## src/rtl/ifetch_if.sv

```systemverilog
// Fetch-stage bus bundle: icache combinational read port plus the valid/ready
// hand-off from fetch to decode.
interface ifetch_if #(
  parameter int ADDR_W  = 5,
  parameter int INSTR_W = 32
);
  logic [ADDR_W-1:0]  ic_read_addr;
  logic [INSTR_W-1:0] ic_read_data;
  logic               out_valid;
  logic               out_ready;
  logic [INSTR_W-1:0] out_instr;
  logic [ADDR_W-1:0]  out_pc;

  modport master (
    output ic_read_addr, out_valid, out_instr, out_pc,
    input  ic_read_data, out_ready
  );

  modport slave (
    input  ic_read_addr, out_valid, out_instr, out_pc,
    output ic_read_data, out_ready
  );
endinterface

```

## src/rtl/ifetch.sv

```systemverilog
// Instruction fetch: PC register, icache read, 2-entry {pc, instr} queue to decode.
// Optional IFETCH_PERF_EN adds saturating fetch/stall counters.
module ifetch #(
  parameter int ADDR_W  = 5,
  parameter int INSTR_W = 32
) (
  input  logic              clk,
  input  logic              nrst,
  input  logic              start,
  input  logic              stop,
  input  logic              redirect,
  input  logic [ADDR_W-1:0] redirect_pc,
  ifetch_if.master          bus,
  output logic              running
`ifdef IFETCH_PERF_EN
  ,
  output logic [15:0]       perf_fetches,
  output logic [15:0]       perf_stalls
`endif
);

  typedef enum logic {IDLE = 1'b0, RUN = 1'b1} state_t;

  typedef struct packed {
    logic [ADDR_W-1:0]  pc;
    logic [INSTR_W-1:0] instr;
  } entry_t;

  state_t            state_q, state_d;
  logic [ADDR_W-1:0] pc_q;
  entry_t [1:0]      q_mem;
  logic              head_q, tail_q;
  logic [1:0]        count_q;
  logic              valid, pop, fire;

  // stop dominates start
  always_comb begin
    state_d = state_q;
    if (stop)       state_d = IDLE;
    else if (start) state_d = RUN;
  end

  always_ff @(posedge clk or negedge nrst) begin
    if (!nrst) state_q <= IDLE;
    else       state_q <= state_d;
  end

  assign valid = (count_q != 2'd0);
  assign pop   = valid && bus.out_ready && !redirect;
  assign fire  = (state_q == RUN) && !stop && !redirect && ((count_q != 2'd2) || pop);

  always_ff @(posedge clk or negedge nrst) begin
    if (!nrst)         pc_q <= '0;
    else if (redirect) pc_q <= redirect_pc;
    else if (fire)     pc_q <= pc_q + ADDR_W'(1);
  end

  // Flush realigns both pointers so an empty queue always has head == tail.
  always_ff @(posedge clk or negedge nrst) begin
    if (!nrst) begin
      head_q  <= 1'b0;
      tail_q  <= 1'b0;
      count_q <= 2'd0;
    end else if (redirect) begin
      head_q  <= 1'b0;
      tail_q  <= 1'b0;
      count_q <= 2'd0;
    end else begin
      if (fire) tail_q <= ~tail_q;
      if (pop)  head_q <= ~head_q;
      unique case ({fire, pop})
        2'b10:   count_q <= count_q + 2'd1;
        2'b01:   count_q <= count_q - 2'd1;
        default: ;
      endcase
    end
  end

  always_ff @(posedge clk or negedge nrst) begin
    if (!nrst)     q_mem <= '0;
    else if (fire) q_mem[tail_q] <= '{pc: pc_q, instr: bus.ic_read_data};
  end

  assign bus.ic_read_addr = pc_q;
  assign bus.out_valid    = valid;
  assign bus.out_instr    = q_mem[head_q].instr;
  assign bus.out_pc       = q_mem[head_q].pc;
  assign running          = (state_q == RUN);

`ifdef IFETCH_PERF_EN
  logic stall;

  // A stall is a RUN cycle that would have fetched but for a full, non-draining queue.
  assign stall = (state_q == RUN) && !stop && !redirect && (count_q == 2'd2) && !pop;

  always_ff @(posedge clk or negedge nrst) begin
    if (!nrst) begin
      perf_fetches <= 16'd0;
      perf_stalls  <= 16'd0;
    end else begin
      if (fire  && perf_fetches != 16'hFFFF) perf_fetches <= perf_fetches + 16'd1;
      if (stall && perf_stalls  != 16'hFFFF) perf_stalls  <= perf_stalls  + 16'd1;
    end
  end
`endif

  a_count_range: assert property (@(posedge clk) disable iff (!nrst) count_q != 2'd3);

  a_head_hold: assert property (@(posedge clk) disable iff (!nrst)
    (valid && !bus.out_ready && !redirect) |=> ($stable(bus.out_pc) && $stable(bus.out_instr)));

endmodule

```

## src/flat_wrapper.sv

```systemverilog
// flat-port wrapper written by rule: the top's interface ports become plain ports
module ifetch_flat 
#(
  parameter int ADDR_W  = 5,
  parameter int INSTR_W = 32
)
  (clk, nrst, start, stop, redirect, redirect_pc, running, bus_ic_read_addr, bus_out_valid, bus_out_instr, bus_out_pc, bus_ic_read_data, bus_out_ready);
  ifetch_if #(.ADDR_W(ADDR_W), .INSTR_W(INSTR_W)) bus_i ();
  input  logic clk;
  input  logic nrst;
  input  logic start;
  input  logic stop;
  input  logic redirect;
  input  logic [ADDR_W-1:0] redirect_pc;
  output logic running;
  output wire logic [$bits(bus_i.ic_read_addr)-1:0] bus_ic_read_addr;
  output wire logic [$bits(bus_i.out_valid)-1:0] bus_out_valid;
  output wire logic [$bits(bus_i.out_instr)-1:0] bus_out_instr;
  output wire logic [$bits(bus_i.out_pc)-1:0] bus_out_pc;
  input wire logic [$bits(bus_i.ic_read_data)-1:0] bus_ic_read_data;
  input wire logic [$bits(bus_i.out_ready)-1:0] bus_out_ready;
  assign bus_ic_read_addr = bus_i.ic_read_addr;
  assign bus_out_valid = bus_i.out_valid;
  assign bus_out_instr = bus_i.out_instr;
  assign bus_out_pc = bus_i.out_pc;
  assign bus_i.ic_read_data = bus_ic_read_data;
  assign bus_i.out_ready = bus_out_ready;
  ifetch #(.ADDR_W(ADDR_W), .INSTR_W(INSTR_W)) u_core (.clk(clk), .nrst(nrst), .start(start), .stop(stop), .redirect(redirect), .redirect_pc(redirect_pc), .bus(bus_i), .running(running));
endmodule
```

## config.mk

```make
export PLATFORM = sky130hd
export DESIGN_NAME = ifetch_flat
export DESIGN_NICKNAME = d
export VERILOG_FILES = /design/src/rtl/ifetch_if.sv /design/src/rtl/ifetch.sv /design/src/flat_wrapper.sv
export SDC_FILE = /design/constraint.sdc
export NUM_CORES = 1
export LEC_CHECK = 0
export BUFFER_PORTS_ARGS = -buffer_cell sky130_fd_sc_hd__buf_2
export CAP_MARGIN = 15
export CELL_PAD_IN_SITES_DETAIL_PLACEMENT = 1
export CELL_PAD_IN_SITES_GLOBAL_PLACEMENT = 2
export CORE_ASPECT_RATIO = 1.75
export CORE_MARGIN = 4
export CORE_UTILIZATION = 30
export CTS_CLUSTER_DIAMETER = 150
export DETAILED_ROUTE_END_ITERATION = 10
export PLACE_DENSITY_LB_ADDON = 0.1
export SYNTH_ARGS = -nofsm -noshare
export SYNTH_HDL_FRONTEND = slang
export SYNTH_SLANG_ARGS = --single-unit
```

## constraint.sdc

```tcl
create_clock -name clk -period 1.92 [get_ports clk]
set_input_delay 0.288 -clock clk [delete_from_list [all_inputs] [get_ports clk]]
set_output_delay 0.288 -clock clk [all_outputs]
set_load 0.005 [all_outputs]
```

=== Yosys cells after proc, flatten, opt, wreduce, memory -nomap -nowiden ===
Index checks and enable logic that the tools add are counted.

* Magnitude comparators: 3
* Eq/ne operators: 3
* Bitwise operators: 2
* Mux-type cells: 15
* Add/sub/neg operators: 3
* Reductions and logical operators: 14

{| class="wikitable"
|+ Operators by type and width
! cell !! number
|-
| $mux 37 || 3
|-
| $bwmux 74 || 1
|-
| $demux 37 s1 || 1
|-
| $mux 5 || 2
|-
| $reduce_bool 2->1 || 4
|-
| $logic_and 1x1->1 || 6
|-
| $mux 1 || 6
|-
| $add 5x1->5 const B || 1
|-
| $lt 1x2->1 const B || 2
|-
| $pmux 2 s2 || 1
|-
| $reduce_bool 3->1 || 1
|-
| $add 2x1->2 const B || 1
|-
| $eq 2x1->1 const B || 1
|-
| $eq 2x2->1 const B || 1
|-
| $logic_not 1->1 || 2
|-
| $mux 2 || 1
|-
| $ne 2x2->1 const B || 1
|-
| $not 1->1 || 2
|-
| $sub 2x1->2 const B || 1
|-
| $ge 1x1->1 const B || 1
|-
| $logic_or 1x1->1 || 1
|}

* Bits in registers: 84
* Input bits: 43
* Word-level logic and storage cells: 49
* Output and inout port bits: 44

=== Logic depth before layout (Yosys ltp) ===
Gate-level depths: netlist of the first run.

* Word-level depth: 8
* Mapped depth: 7
* Mapped depth without buffers: 5

=== Worst setup path before layout of the first run ===
No wires, ideal clock.

* Kind: register to register
* From: register u_core.count_q[1]
* To: register u_core.q_mem[0] (netlist bit)
* Required time: 1.795 ns
* Cell stages (with the launch flop): 5
* Path slack: 0.169 ns
* Buffers on the path: 1
* Arrival: 1.626 ns
* Library setup time: 0.125 ns
* Clock period less this slack: 1.751 ns
* Cells stage by stage: dfrtp_1 -> nor3b_4 -> nor4_4 -> buf_6 -> mux2_4

* Longest elaborated chain between the ends: 5
* Elaborated cells on any way between the ends: 6
* Classes of those cells: 1 x eq/ne; 5 x reduce/logical

{| class="wikitable"
|+ RTL lines
! what !! RTL line !! text
|-
| start, declared || ifetch.sv:33 || <nowiki>logic [1:0] count_q;</nowiki>
|-
| start signal, assigned || ifetch.sv:72 || <nowiki>2'b10: count_q <= count_q + 2'd1;</nowiki>
|-
| start signal, assigned || ifetch.sv:73 || <nowiki>2'b01: count_q <= count_q - 2'd1;</nowiki>
|-
| $reduce_bool 2->1 || ifetch.sv:48 || <nowiki>assign valid = (count_q != 2'd0);</nowiki>
|-
| $logic_and 1x1->1 (2 in series) || ifetch.sv:49 || <nowiki>assign pop = valid && bus.out_ready && !redirect;</nowiki>
|-
| $logic_or 1x1->1 (*) || ifetch.sv:50 || <nowiki>assign fire = (state_q == RUN) && !stop && !redirect && ((count_q != 2'd2) || pop);</nowiki>
|-
| $logic_and 1x1->1 (*) || ifetch.sv:50 ||
|-
| end signal, assigned by index || ifetch.sv:81 || <nowiki>else if (fire) q_mem[tail_q] <= '{pc: pc_q, instr: bus.ic_read_data};</nowiki>
|-
| end, declared || ifetch.sv:31 || <nowiki>entry_t [1:0] q_mem;</nowiki>
|}

Mark *: on every way between the ends. The rest lies on a longest branch, timed or not.
A chain may end at the register's enable or synchronous reset.

=== Worst setup path after layout of the first run ===
* From: register u_core.head_q
* To: output port bus_out_pc[1]

* Longest elaborated chain between the ends: 2

{| class="wikitable"
|+ RTL lines
! what !! RTL line !! text
|-
| start, declared || ifetch.sv:32 || <nowiki>logic head_q, tail_q;</nowiki>
|-
| start signal, assigned || ifetch.sv:70 || <nowiki>if (pop) head_q <= ~head_q;</nowiki>
|-
| $mux 37 (2 in series) || n/a ||
|-
| end, declared || flat_wrapper.sv:19 || <nowiki>output wire logic [$bits(bus_i.out_pc)-1:0] bus_out_pc;</nowiki>
|}

Every way passes these cells. The select of a mux whose other input is x is not followed.

==> metrics.yaml, run 1 <==
fin_tns_setup_ns: 0
synth_seq_cells: 84
worst_pin_slew_ns: 0.4118
dieWidth_um: 93.97
status: "finished, final reports clean"
antenna_left: 0
cts_tree: "done"
grt_max_degree: 41
clk_pin_slew_ns: 0.06
synth_fp_nets: 295
fin_crit_sh: 0.9400
p_per_area_nw_per_um2: 1110
dpl.hpwl_mm: 6.268
seqCellArea_um2: 2103
worst_r2r_endpoint: "u_core.q_mem[16]"
core_area_um2: 12570
whs_path_depth: 2
final_common_cell: "buf_2"
route.detailed.drc: 0
gp_congestion: 0.6559
final_cell_mix: "buf_2 (85), mux2_2 (84), dfrtp_1 (83), mux2_4 (30)"
clockRootBuffer: "clkbuf_16"
wirelength_mm: 8.951
grt_pass1_wl_mm: 14.63
n_antenna_cell: 0
crit_chain: "buf_4 > mux2_2 > buf_2"
crit_path_end: "bus_out_pc[1]"
h-tree-depth: 3
maxCapViolCount: 0
die-height_um: 158.4
avgSynthCellArea_um2: 15.46
hold_path_class: "input port to flop"
required_ns: 1.63
synth.yosys.seq_area_share: 0.5418
startpoint: "u_core.head_q"
syn-cell-area_um2: 3880
reg2reg_depth: 4
cp-start-kind: "flop"
top_layer: "met4"
synth_cell_types: 28
critPathMaxStageDelay_ns: 0.38
fin_skew_ns: 0.006009
clk_latency_ns: 0.34
grt_use_total: 0.1288
grt_pass1_vias: 2730
port-buffer-count: 86
nFillCells: 1392
drive_gt1_frac: 0.6629
crit_arrival_ns: 1.52
critPathKind: "flop to output port"
hold_violations: 0
cts_setup_buffers: 0
leakage_nw: 2.329
cts_sinks: 84
vias_per_cell: 4.580
cts_buffers: 9
ir_drop_v: 0.0004032
clockBufferDepth: 2
relSlewSlack: 0.7234
setup_viol: 0
finalCriticalPeriod_ns: 1.805
final_nets: 393
worstPathBufferInverterCount: 2
dr_wl_met3_um: 349
rrSetupSlack_ns: 0.16
ys.warnings.count: 0
vias: 2386
gr-total-overflow: 0
wl_met1_mm: 3.580
first_pass_iters: 2
ios: 87
fmax_ghz: 0.5541
antenna_found_initial: 0
die-area_um2: 14890
area_growth_pct: 26.51
maxSlewViolCount: 0
timing.hold.ws_ns: 0.1302
synth_edf_count: 0
rsz0062_at_grt: "false"
cp.depth: 3
cp-end-kind: "output port"
synthFlopType: "dfrtp_1"
netlist_instances: 251
reg2reg_from: "u_core.count_q[1]"
path_delay_family: "buffers and inverters"
critical_path_peak_fanout: 18
slowest_stage: "dfrtp_2"
initial_core_util: 0.3087
drt_iter0_drc: 28
multiInputGateArea_um2: 1673
async_flop_share: 1.000
core.rowCount: 54
post_drt_wl_per_cell_um: 17.18
wl_met2_mm: 4.866
## metal layers
layer  GRT usage  up-vias
met5           0        -
met4     0.05165        0
met3     0.03168       12
met2      0.2274       56
met1      0.1480     1231
li1            -     1087
## worst reg2reg max path: stages (launching register included)
cell and delay, ns:
dfrtp_1 0.43, nor3b_4 0.20, nor4_4 0.39, buf_12 0.27, mux2_2 0.36
## synthesized netlist by cell type (2+ instances only)
cell type	n	area share
dfrtp_1	84	0.54
mux2_2	84	0.24
mux2_4	30	0.12
buf_6	7	0.020
nor2_1	6	0.0058
clkbuf_1	4	0.0039
nand2_1	4	0.0039
o21ai_0	4	0.0052
xnor2_1	3	0.0068
xor2_1	3	0.0068
buf_1	2	0.0019
nand3_1	2	0.0026
nor3_1	2	0.0026
nor3b_1	2	0.0039
## worst min path at each step
stage / from / end
final: stop / u_core.running
after floorplan: nrst / u_core.bus.ic_read_addr[0]
after global routing: stop / u_core.running
after global placement: nrst / u_core.q_mem[12]
after CTS: stop / u_core.running
after detailed placement: nrst / u_core.q_mem[12]
## stage by stage
stage          setup slack (ns)  power (W)  utilization  cell area, um^2  cells
2_1_floorplan            0.1693   0.003095            -             3880    251
6_report                 0.1152   0.005447       0.3906             4908    521
4_1_cts                 0.06172   0.005562       0.3903             4905    521
3_3_place_gp             0.1588   0.003570       0.3637             4571    505
5_1_grt                 0.03949   0.005771       0.3906             4908    521
3_5_place_dp            0.09785   0.003615       0.3637             4571    505
## layout make-up
class | instances | share of cell area
sequential | 84 | 0.4285
multi-input combinational | 153 | 0.3408
timing repair buffer | 100 | 0.1211
clock buffer | 10 | 0.04869
tap | 168 | 0.04282
clock inverter | 5 | 0.01733
inverter | 1 | 0.0007647
## what timing repair did
action	4_1_cts	5_1_grt
hold buffers	1	0
endpoints found under the setup margin	0	13
endpoints found under the hold margin	27	0
gates resized for setup	0	1
## cells by family after synthesis
family / count (synthesis) / share of synthesized area
AOI/OAI and AO/OA: 7 / 0.01096
buffers and inverters: 14 / 0.02709
muxes: 115 / 0.3625
DFF: 84 / 0.5418
and+or+nand+nor: 24 / 0.04096
adders and majority gates: 1 / 0.003224
xor gates and xnor gates: 6 / 0.01355
## state kept, by name, summed over array words and instances (netlist names)
| register | count |
|---|---|
| u_core.bus.ic_read_addr | 5 |
| u_core.count_q | 2 |
| u_core.head_q | 1 |
| u_core.q_mem | 74 |
| u_core.running | 1 |
| u_core.tail_q | 1 |
## report_power, final
part	leakage [nW]	internal, W	total, W	switching, W
Combinational	1.12	0.000773	0.00118	0.000407
Clock	0.155	0.00117	0.00190	0.000721
Sequential	1.06	0.00216	0.00237	0.000208
Total	2.33	0.00411	0.00545	0.00134
Power figures use the tool's default switching activity.
==> inputs of run 2 (changes only) <==
Settings changed: SETUP_SLACK_MARGIN set to 0.3.
==> metrics.yaml, run 2 (same netlist as run 1, synthesis figures left out) <==
status: "finished, final reports clean"
first_pass_iters: 4  # +2
setup_viol: 0  # unchanged
fin_skew_ns: 0.009477  # +0.003468 ns
crit_arrival_ns: 1.98  # +0.46 ns
vias_per_cell: 4.562  # -0.39%
ir_drop_v: 0.0004318  # +7.1%
gp_congestion: 0.6914  # +5.4%
dieWidth_um: 93.97  # unchanged
worst_pin_slew_ns: 0.4319  # +0.02014 ns
grt_pass1_vias: 2835  # +3.8%
vias: 2518  # +5.5%
h-tree-depth: 3  # unchanged
hold_violations: 0  # unchanged
wl_met2_mm: 5.841  # +20%
cts_tree: "done"
fin_crit_sh: 0.9128  # -0.02721
final_nets: 423  # +7.6%
die-area_um2: 14890  # unchanged
maxSlewViolCount: 0  # unchanged
fin_tns_setup_ns: 0  # unchanged
fmax_ghz: 0.5706  # +3.0%
post_drt_wl_per_cell_um: 19.39  # +13%
finalCriticalPeriod_ns: 1.753  # -0.05224 ns
clk_latency_ns: 0.34  # about the same
core.rowCount: 54  # unchanged
cp-end-kind: "flop"
grt_max_degree: 35  # -15%
cp-start-kind: "flop"
n_antenna_cell: 0  # unchanged
gr-total-overflow: 0  # unchanged
fin_area_um2: 5719  # +17%
clockRootBuffer: "clkbuf_16"
antenna_left: 0  # unchanged
hold_path_class: "input port to flop"
drt_iter0_drc: 42  # +50%
required_ns: 2.14  # +0.51 ns
final_common_cell: "buf_2"
core_area_um2: 12570  # unchanged
initial_core_util: 0.3087  # unchanged
leakage_nw: 2.820  # +21%
p_per_area_nw_per_um2: 1020  # -8.1%
cts_sinks: 84  # unchanged
placed_area_um2: 4576  # +0.11%
regMostFlops: "u_core.q_mem"
maxCapViolCount: 0  # unchanged
ios: 87  # unchanged
grt_pass1_wl_mm: 16.22  # +11%
cts_buffers: 9  # unchanged
die-height_um: 158.4  # unchanged
port-buffer-count: 86  # unchanged
route.detailed.drc: 0  # unchanged
clockBufferDepth: 2  # unchanged
relSlewSlack: 0.7121  # -0.01137
dr_wl_met3_um: 307  # -12%
critPathKind: "flop to flop"
largest_reg_flops: 74  # unchanged
wirelength_mm: 10.71  # +20%
top_layer: "met4"
wl_met1_mm: 4.390  # +23%
final_cell_mix: "buf_2 (85), dfrtp_1 (82), mux2_4 (75), mux2_2 (39), clkbuf_16 (13)"
drive_gt1_frac: 0.7005  # +0.03763
rsz0062_at_grt: "true"
dpl.hpwl_mm: 6.215  # -0.84%
grt_use_total: 0.1462  # +0.01735
antenna_found_initial: 0  # unchanged
critical_path_peak_fanout: 4  # -14
clk_pin_slew_ns: 0.06  # about the same
area_growth_pct: 47.40
-- run 2: metal layers --
metal / track usage / vias up
li1: - / 1158
met1: 0.1729 / 1297
met2: 0.2596 / 52
met3: 0.03641 / 11
met4: 0.04339 / 0
met5: 0 / -
-- run 2: path summary, 6_finish.rpt --
kind	slack (ns)	to	cells after the start	from
max	0.17	u_core.q_mem[33]	7	u_core.count_q[1]
min	0.13	u_core.running	2	stop
max reg2reg	0.17	u_core.q_mem[33]	7	u_core.count_q[1]
min reg2reg	0.51	u_core.q_mem[66]	1	u_core.q_mem[66]
max in group asynchronous	0.83	u_core.q_mem[71]	3	nrst
min in group asynchronous	0.43	u_core.q_mem[7]	2	nrst
-- run 2: critical path, cell delays in order (launching register included) --
cell and delay [ns]:
dfrtp_1 0.38, nor3b_4 0.17, buf_12 0.13, nor4_4 0.21, buf_6 0.17, buf_6 0.13
clkbuf_16 0.15, mux2_4 0.29
-- run 2: power by group --
part           switching [W]  leakage, nW  internal [W]  total (W)
sequential          0.000231         1.05       0.00216    0.00240
combinational       0.000444         1.60      0.000939    0.00138
clock               0.000740        0.170       0.00132    0.00206
-- run 2: cell type report --
cell class | count | area [um^2]
clock buffers | 11 | 242.7
clock inverters | 5 | 107.6
fillers | 1301 | 6848
inverters | 1 | 3.754
multi-input cells | 153 | 1871
flip-flops and latches | 84 | 2105
well taps | 168 | 210.2
repair buffers | 130 | 1180
-- run 2: what timing repair did --
item                                    in CTS  in global routing
hold buffers                                 1                  0
resized for setup                           25                 49
gates cloned                                 8                  4
pin swaps                                    2                  3
hold endpoints to repair                    28                  0
buffers inserted                            16                  3
endpoints found under the setup margin     111                115
-- run 2: per-stage QoR --
stage	hold WS (ns)	power [W]	util	setup WS (ns)	instances
3_5_place_dp	0.2589	0.003608	0.3641	0.1231	504
3_3_place_gp	0.2522	0.003577	0.3641	0.1668	504
5_1_grt	0.1235	0.006154	0.4551	0.1101	552
6_report	0.1250	0.005833	0.4551	0.1675	552
4_1_cts	0.1132	0.005767	0.4289	0.1154	545
2_1_floorplan	-0.007591	0.003095	-	0.1710	251
